--- config.mk ---
export PLATFORM = sky130hd
export DESIGN_NAME = ps2_mouse_init_ctrl
export DESIGN_NICKNAME = d
export VERILOG_FILES = /design/src/rtl/ps2_mouse_init_ctrl.sv
export SDC_FILE = /design/constraint.sdc
export NUM_CORES = 1
export LEC_CHECK = 0
export CORE_UTILIZATION = 56
export DETAILED_ROUTE_END_ITERATION = 12
export GPL_TIMING_DRIVEN = 0
export PLACE_DENSITY = 0.87
export SYNTH_ARGS = -nofsm -noshare
export SYNTH_HDL_FRONTEND = slang
export SYNTH_SLANG_ARGS = --single-unit
--- constraint.sdc ---
create_clock -name clk_sys -period 4.35 [get_ports clk_sys]
set_clock_uncertainty 0.05 [all_clocks]
set_input_delay 1.0875 -clock clk_sys [delete_from_list [all_inputs] [get_ports clk_sys]]
set_output_delay 1.0875 -clock clk_sys [all_outputs]
set_load 0.005 [all_outputs]
--- src/rtl/ps2_mouse_init_ctrl.sv ---
// ps2_mouse_init_ctrl
// Brings up a PS/2 mouse (Reset 0xFF -> ACK 0xFA, BAT 0xAA, ID 0x00, then
// Enable Data Reporting 0xF4 -> ACK 0xFA) and then assembles the streamed
// bytes into 3-byte movement packets.
//
// Ports:
//   clk_sys, rst          system clock, asynchronous active-high reset
//   start                 one-cycle pulse, (re)starts initialisation from any state
//   tx_req/tx_byte        request to the host-to-device transmitter, byte held stable
//   tx_done/tx_ack_err    transmitter finished; ack_err = device did not line-ACK
//   rx_vld/rx_byte/rx_err byte from the PS/2 receiver, err = parity/stop error
//   pkt_vld/pkt_data      packet strobe, {Y, X, status}
//   init_done/init_fail   high in STREAM / FAIL
//   is_mouse              device answered ID 0x00
//   retry_cnt             failed attempts in the current init sequence
//   state_dbg             encoded FSM state
//
// Handshake: tx_req rises when a SEND state is entered and stays high with
// tx_byte stable until the cycle after tx_done; tx_done is only honoured while
// tx_req is high. rx_vld/tx_done/pkt_vld are single-cycle strobes with no
// back-pressure.
module ps2_mouse_init_ctrl #(
  parameter int unsigned TIMEOUT_CYC = 25_000_000,
  parameter int unsigned MAX_RETRY   = 3,
  parameter int unsigned PKT_GAP_CYC = 1_000_000
) (
  input  logic        clk_sys,
  input  logic        rst,
  input  logic        start,
  output logic        tx_req,
  output logic [7:0]  tx_byte,
  input  logic        tx_done,
  input  logic        tx_ack_err,
  input  logic        rx_vld,
  input  logic [7:0]  rx_byte,
  input  logic        rx_err,
  output logic        pkt_vld,
  output logic [23:0] pkt_data,
  output logic        init_done,
  output logic        is_mouse,
  output logic        init_fail,
  output logic [1:0]  retry_cnt,
  output logic [3:0]  state_dbg
);

  localparam logic [3:0] S_IDLE         = 4'd0;
  localparam logic [3:0] S_SEND_RST     = 4'd1;
  localparam logic [3:0] S_WAIT_ACK_RST = 4'd2;
  localparam logic [3:0] S_WAIT_BAT     = 4'd3;
  localparam logic [3:0] S_WAIT_ID      = 4'd4;
  localparam logic [3:0] S_SEND_EN      = 4'd5;
  localparam logic [3:0] S_WAIT_ACK_EN  = 4'd6;
  localparam logic [3:0] S_RETRY        = 4'd7;
  localparam logic [3:0] S_FAIL         = 4'd8;
  localparam logic [3:0] S_STREAM       = 4'd9;

  localparam int unsigned TO_W  = $clog2(TIMEOUT_CYC + 1);
  localparam int unsigned GAP_W = $clog2(PKT_GAP_CYC + 1);
  localparam logic [TO_W-1:0]  TO_LAST  = TO_W'(TIMEOUT_CYC - 1);
  localparam logic [TO_W-1:0]  TO_MAX   = TO_W'(TIMEOUT_CYC);
  localparam logic [GAP_W-1:0] GAP_LAST = GAP_W'(PKT_GAP_CYC - 1);
  localparam logic [GAP_W-1:0] GAP_MAX  = GAP_W'(PKT_GAP_CYC);
  localparam logic [1:0]       RETRY_LAST = 2'(MAX_RETRY - 1);

  logic [3:0]       state_q, state_d;
  logic [1:0]       retry_q, retry_d;
  logic             is_mouse_q, is_mouse_d;
  logic             tx_req_q, tx_req_d;
  logic [7:0]       tx_byte_q, tx_byte_d;
  logic [TO_W-1:0]  to_cnt_q, to_cnt_d;
  logic [GAP_W-1:0] gap_cnt_q, gap_cnt_d;
  logic [1:0]       idx_q, idx_d;
  logic [15:0]      asm_q, asm_d;
  logic [23:0]      pkt_data_q, pkt_data_d;
  logic             pkt_vld_q, pkt_vld_d;

  logic in_wait, timeout, gap_hit, tx_fin, rx_ok;

  assign in_wait = (state_q == S_WAIT_ACK_RST) || (state_q == S_WAIT_BAT) ||
                   (state_q == S_WAIT_ID) || (state_q == S_WAIT_ACK_EN);
  // The last idle cycle of the window is the one where the count reaches TIMEOUT_CYC-1.
  assign timeout = in_wait && !rx_vld && (to_cnt_q >= TO_LAST);
  assign gap_hit = (state_q == S_STREAM) && (idx_q != 2'd0) && !rx_vld && (gap_cnt_q >= GAP_LAST);
  // A tx_done while tx_req is low belongs to an aborted transfer and is ignored.
  assign tx_fin  = tx_req_q && tx_done;
  assign rx_ok   = rx_vld && !rx_err;

  always_comb begin
    state_d    = state_q;
    retry_d    = retry_q;
    is_mouse_d = is_mouse_q;
    idx_d      = idx_q;
    asm_d      = asm_q;
    pkt_data_d = pkt_data_q;
    pkt_vld_d  = 1'b0;
    tx_byte_d  = tx_byte_q;

    if (start) begin
      state_d    = S_SEND_RST;
      retry_d    = 2'd0;
      is_mouse_d = 1'b0;
      idx_d      = 2'd0;
    end else begin
      case (state_q)
        S_IDLE: ;
        S_SEND_RST, S_SEND_EN: begin
          if (tx_fin) begin
            if (tx_ack_err)                state_d = S_RETRY;
            else if (state_q == S_SEND_RST) state_d = S_WAIT_ACK_RST;
            else                           state_d = S_WAIT_ACK_EN;
          end
        end
        S_WAIT_ACK_RST: begin
          if (rx_vld)       state_d = (rx_ok && rx_byte == 8'hFA) ? S_WAIT_BAT : S_RETRY;
          else if (timeout) state_d = S_RETRY;
        end
        S_WAIT_BAT: begin
          if (rx_vld)       state_d = (rx_ok && rx_byte == 8'hAA) ? S_WAIT_ID : S_RETRY;
          else if (timeout) state_d = S_RETRY;
        end
        S_WAIT_ID: begin
          if (rx_vld) begin
            if (rx_err) begin
              state_d = S_RETRY;
            end else if (rx_byte == 8'h00) begin
              is_mouse_d = 1'b1;
              state_d    = S_SEND_EN;
            end else begin
              // A non-mouse device will not change its answer; retrying is pointless.
              is_mouse_d = 1'b0;
              state_d    = S_FAIL;
            end
          end else if (timeout) begin
            state_d = S_RETRY;
          end
        end
        S_WAIT_ACK_EN: begin
          if (rx_vld) begin
            state_d = (rx_ok && rx_byte == 8'hFA) ? S_STREAM : S_RETRY;
            idx_d   = 2'd0;
          end else if (timeout) begin
            state_d = S_RETRY;
          end
        end
        S_RETRY: begin
          if (retry_q == RETRY_LAST) begin
            state_d = S_FAIL;
          end else begin
            retry_d = retry_q + 2'd1;
            state_d = S_SEND_RST;
          end
        end
        S_FAIL: ;
        S_STREAM: begin
          if (rx_vld) begin
            if (rx_err) begin
              idx_d = 2'd0;
            end else begin
              case (idx_q)
                2'd0: begin
                  // Status byte always has bit3 set; anything else is a misaligned byte.
                  if (rx_byte[3]) begin
                    asm_d[7:0] = rx_byte;
                    idx_d      = 2'd1;
                  end
                end
                2'd1: begin
                  asm_d[15:8] = rx_byte;
                  idx_d       = 2'd2;
                end
                2'd2: begin
                  pkt_data_d = {rx_byte, asm_q};
                  pkt_vld_d  = 1'b1;
                  idx_d      = 2'd0;
                end
                default: idx_d = 2'd0;
              endcase
            end
          end else if (gap_hit) begin
            idx_d = 2'd0;
          end
        end
        default: state_d = S_IDLE;
      endcase
    end

    // Request follows the SEND states; start forces one low cycle so the
    // transmitter sees the abort before the new Reset command.
    tx_req_d = !start && ((state_d == S_SEND_RST) || (state_d == S_SEND_EN));
    if (tx_req_d) tx_byte_d = (state_d == S_SEND_EN) ? 8'hF4 : 8'hFF;

    if (!in_wait || (state_d != state_q)) to_cnt_d = '0;
    else if (to_cnt_q != TO_MAX)          to_cnt_d = to_cnt_q + 1'b1;
    else                                  to_cnt_d = to_cnt_q;

    if ((state_q != S_STREAM) || (idx_q == 2'd0) || rx_vld || start) gap_cnt_d = '0;
    else if (gap_cnt_q != GAP_MAX) gap_cnt_d = gap_cnt_q + 1'b1;
    else                           gap_cnt_d = gap_cnt_q;
  end

  always_ff @(posedge clk_sys or posedge rst) begin
    if (rst) begin
      state_q    <= S_IDLE;
      retry_q    <= 2'd0;
      is_mouse_q <= 1'b0;
      tx_req_q   <= 1'b0;
      tx_byte_q  <= 8'h00;
      to_cnt_q   <= '0;
      gap_cnt_q  <= '0;
      idx_q      <= 2'd0;
      asm_q      <= 16'h0;
      pkt_data_q <= 24'h0;
      pkt_vld_q  <= 1'b0;
    end else begin
      state_q    <= state_d;
      retry_q    <= retry_d;
      is_mouse_q <= is_mouse_d;
      tx_req_q   <= tx_req_d;
      tx_byte_q  <= tx_byte_d;
      to_cnt_q   <= to_cnt_d;
      gap_cnt_q  <= gap_cnt_d;
      idx_q      <= idx_d;
      asm_q      <= asm_d;
      pkt_data_q <= pkt_data_d;
      pkt_vld_q  <= pkt_vld_d;
    end
  end

  assign tx_req    = tx_req_q;
  assign tx_byte   = tx_byte_q;
  assign pkt_vld   = pkt_vld_q;
  assign pkt_data  = pkt_data_q;
  assign init_done = (state_q == S_STREAM);
  assign init_fail = (state_q == S_FAIL);
  assign is_mouse  = is_mouse_q;
  assign retry_cnt = retry_q;
  assign state_dbg = state_q;

endmodule

# Word-level counts from Yosys, hierarchy flattened
# Index checks and enable logic that the tools add are counted.
# W data, S select, Z words.
[op_classes]
eq_ne = 25
n_bitwise = 2
reduce_logical = 40
magnitude_cmp = 2
n_mux = 42
n_addsub = 3
[ops]
columns = ["operator", "n"]
rows = [
  ["$mux W25", 2],
  ["$mux W4", 12],
  ["$mux W20", 2],
  ["$pmux W4 S7", 1],
  ["$add A25 B1 Y25 const B", 1],
  ["$ge A25 B25 Y1 const B", 1],
  ["$ne A25 B25 Y1 const B", 1],
  ["$add A20 B1 Y20 const B", 1],
  ["$eq A4 B3 Y1 const B", 5],
  ["$ge A20 B20 Y1 const B", 1],
  ["$mux W2", 10],
  ["$ne A20 B20 Y1 const B", 1],
  ["$eq A8 B8 Y1 const B", 2],
  ["$reduce_bool A2 Y1", 6],
  ["$logic_and A1 B1 Y1", 10],
  ["$mux W1", 10],
  ["$reduce_and A5 Y1", 2],
  ["$mux W3", 3],
  ["$eq A4 B1 Y1 const B", 2],
  ["$eq A4 B2 Y1 const B", 2],
  ["$eq A4 B4 Y1 const B", 2],
  ["$logic_not A8 Y1", 1],
  ["$logic_or A1 B1 Y1", 8],
  ["$pmux W2 S2", 2],
  ["other kinds (20)", 26],
]
[totals]
in_bits = 15
elab_cells = 126
ff_bits = 104

# Longest topological paths before layout
[depth]
word_depth = 13
ltp_mapped = 9
mapped_depth_nobuf = 9

# Worst setup path after synthesis
# No wires, ideal clock.
[synth_path]
path_type = "input-to-reg"
start = "input port rx_byte[0]"
end = "register tx_byte_q[3], in the netlist tx_byte[3]"
arrival_ns = 2.834
stages = 7
path_buffers = 0
required_ns = 4.172
setup_slack_ns = 1.338
cell_sequence = "or4_4 -> nor2_4 -> a211oi_1 -> or4_1 -> o31ai_1 -> nand4b_2 -> mux2_1"
[synth_between]
elab_chain_len = 9
elab_cells_between_ends = 21
cone_classes = "eq/ne: 4; mux: 12; reduce/logical: 5"
[synth_lines]
columns = ["item", "line_no", "rtl"]
rows = [
  ["from (decl)", "35", "input logic [7:0] rx_byte,"],
  ["$logic_not A8 Y1 (tied with other cells)", "125", "end else if (rx_byte == 8'h00) begin"],
  ["$mux W4 (tied with other cells)", "125", ""],
  ["$mux W4 (tied with other cells)", "123", "if (rx_err) begin"],
  ["$mux W4 (on tied branches)", "--", ""],
  ["$pmux W4 S7 *", "104", "case (state_q)"],
  ["$mux W4 *", "98", "if (start) begin"],
  ["$eq A4 B1 Y1 or $eq A4 B3 Y1 (tied branches)", "189, 190", ""],
  ["$logic_or A1 B1 Y1", "189", "tx_req_d = !start && ((state_d == S_SEND_RST) || (state_d == S_SEND_EN));"],
  ["$logic_and A1 B1 Y1", "189", ""],
  ["to (signal assigned)", "219", "tx_byte_q <= tx_byte_d;"],
  ["to (decl)", "69", "logic [7:0] tx_byte_q, tx_byte_d;"],
]
# Mark *: on every way between the ends. The rest lies on a longest branch, timed or not.
# A chain may end at the register's enable or synchronous reset.

# Final worst setup path
# Same ends and word-level chain as after synthesis.

==> results.md <==
- Post-synth top area cell: dfrtp_1
- Crit path time final: 3340 ps
- Synth Instances: 466
- Antenna violations before repair: 0
- Starting Density: 58.8%
- Critical path peak fanout: 5
- Sequential fraction of the synthesis area: 49.8%
- Synth async-reset ratio: 100%
- Post-Place Cells: around 630
- Leak: ~2.5 nW
- Total wire length: 10.7 mm
- Full die area: 0.00918 sq mm
- GR Overflow Total: 0
- Dpl cell area: 0.00565 sq mm
- Seq pwr share: 50.4%
- Final nets: 554
- Num CTS Buffers: 9
- Clk Latency, worst-skew pair: 370 ps
- Routed vias/inst: 5.76
- Switching Fraction: a little under a third
- Post-place setup slack: 646 ps
- First-pass GRT wire length: 17.9 mm
- Most common cell in the netlist: dfrtp_1
- Worst slew pin tran: 752 ps
- VDD IR-drop max: 0.000209 V
- Final setup violation count: 0
- Post-Layout Cell Count: between 600 and 700
- TritonCTS clock tree: yes
- CTS sink cnt: 98
- Final hold violations: 0
- Startpoint types: primary input
- Status: completed
- Most frequent cells after synthesis: dfrtp_1, nor2_1, mux2_2
- WP data arrival: about 3600 ps
- Post-synth EDFFs: 0
- Slack of the critical path: 1010 ps
- Routed Antenna Nets: 0
- Drt first pass iters: 5
- Die height: 95.8 um
- Max cap viols: 0
- Most area-consuming cells after synthesis: dfrtp_1, mux2_2, nor2_1
- Htree depth: 3
- GRT Overall Usage: between 20% and 30%
- CP Class: in2reg
- Clock Path Buffers: 2
- GRT met2 Usage: between 40% and 50%
- Mapped Area: about 0.0049 sq mm
- Share of layout cells above drive strength 1: 18.0%
- DR DRC count: 0
- P_int: 1.32 mW
- Clock transition at the registers of the reported paths: around 100 ps
- R2r setup slk: 1750 ps
- Slew HR: 49.7%
- Comb power frac: about a fifth
- Synth Area per Inst: roughly 11 sq um
- Area grow syn2layout: 18.8%
- Hold-fix buffers, CTS: 0
- Top FF cell, synth: dfrtp_1
- Max Freq: 299 MHz
- GRT Max-Usage Layer: met2
- Pin count of the biggest net entering global routing: 62
- Core box area: 0.00838 sq mm
- Psw: 0.587 mW
- Post_cts resized: 0
- Number of inserted diodes: 0
- Synthesis Warnings: 0
- HP Class: reg2reg
- Port-buffer cells: 56
- Clock share of power: a little under a third
- Post-detail-place hpwl: 7.89 mm
- CTS Root Cell: clkbuf_8
- Final slew viol count: 0
- RSZ-0062 raised after global routing: no
- Routed length per placed instance: roughly 17 um
- Fill cells: approximately 630
- Synth cell types: 63
- Pwr Density: 325 mW/mm^2
- Initial DRC count: 214
- Core Rows: 33
- Vias in the first global route: 3624
- RD Place Congestion: 0.897
- Die W: 95.8 um
- Tcrit/Tclk final: 76.8%
- M3 GR Usage: 4.03%
- Postcts setup bufs: 0
- Worst EP required: between 4000 and 5000 ps
- Via count: between 3000 and 4000
- Synth top area share: 49.8%
- Ports: 58
- Final Instance Area: 0.00585 sq mm
- Syn nets: 486
- Synthesized flop and latch total: a little under 100
- CP Capture Type: flip-flop
- Met1 GRT Util: 35.4%
## logic make-up (layout without fill, tap and decap cells)
family | count (synthesis) | count (layout) | share of synthesized area, %
adder cells (fa/ha/maj) | 5 | 5 | 1.27
XOR/XNOR | 38 | 38 | 6.75
multiplexers | 41 | 41 | 9.34
AND/OR/NAND/NOR | 186 | 186 | 20.3
flip-flops | 98 | 98 | 49.8
AO/OA/AOI/OAI | 58 | 58 | 8.56
buffers and inverters | 40 | 113 | 3.99
## stage by stage
step / total power, mW / utilization, % / setup TNS, ps / hold slack (ps)
2_1_floorplan: 1.20 / - / 0 / 385
3_3_place_gp: 1.32 / 67.0 / -63260 / 405
3_5_place_dp: 1.33 / 67.4 / 0 / 404
4_1_cts: 1.91 / 69.8 / 0 / 427
5_1_grt: 1.99 / 69.8 / 0 / 463
6_report: 1.90 / 69.8 / 0 / 423
## area by class of cell
| class | instances | area, sq um | area share, % |
|---|---|---|---|
| plain buffers | 20 | 121 | 2.07 |
| well taps | 105 | 131 | 2.25 |
| inverters | 20 | 77.6 | 1.33 |
| multi-input cells | 328 | 2280 | 38.9 |
| flip-flops and latches | 98 | 2450 | 41.9 |
| clock buffers | 9 | 124 | 2.12 |
| repair buffers | 57 | 588 | 10.0 |
| clock inverters | 7 | 78.8 | 1.35 |
## registers in the layout, summed over array words and instances (netlist names), 2 cells and up
register / flops
retry_cnt: 2
asm_q: 16
tx_byte: 2
pkt_data: 24
gap_cnt_q: 20
state_dbg: 4
idx_q: 2
to_cnt_q: 25
## worst paths after layout
check / from / to / cells past startpoint
hold reg to reg: asm_q[3]$_DFFE_PP0P_ / asm_q[3]$_DFFE_PP0P_ / 1
hold / removal: asm_q[3]$_DFFE_PP0P_ / asm_q[3]$_DFFE_PP0P_ / 1
setup / recovery: rx_byte[0] / tx_byte[3]$_DFFE_PP0P_ / 8
max in group asynchronous: rst / retry_cnt[0]$_DFFE_PP0P_ / 3
setup reg to reg: state_dbg[0]$_DFF_PP0_ / pkt_data[17]$_DFFE_PP0P_ / 8
min in group asynchronous: rst / asm_q[3]$_DFFE_PP0P_ / 2
## power by group through the flow
stage	combinational [mW]	sequential, mW	clock [mW]
finish	0.361	0.959	0.583
detailed placement	0.356	0.977	0
global route	0.396	0.964	0.634
CTS	0.357	0.959	0.596
floorplan	0.227	0.971	0
global placement	0.349	0.975	0
## metal layers
layer  routed length, um  vias up
li1                    -     1769
met1                4890     1822
met2                5210      104
met3                 448       14
met4                 180        0
met5                   0        -
## worst max-delay path: stages
cell	delay, ps
clkdlybuf4s50_1	520
or4_4	620
nor2_4	110
a211oi_1	70
or4_1	500
o31ai_1	100
nand4b_2	220
mux2_1	330
## placed cells by master, fill, tap and decap left out, types with 14 or more instances in the layout
master and count:
a21oi_1 16, clkdlybuf4s50_1 56, dfrtp_1 98, inv_1 19, mux2_2 39, nand2_1 22, nand3_1 20, nand4_1 14
nor2_1 61, xnor2_1 19, xor2_1 19
No activity file was read; power rests on OpenSTA's default activity.
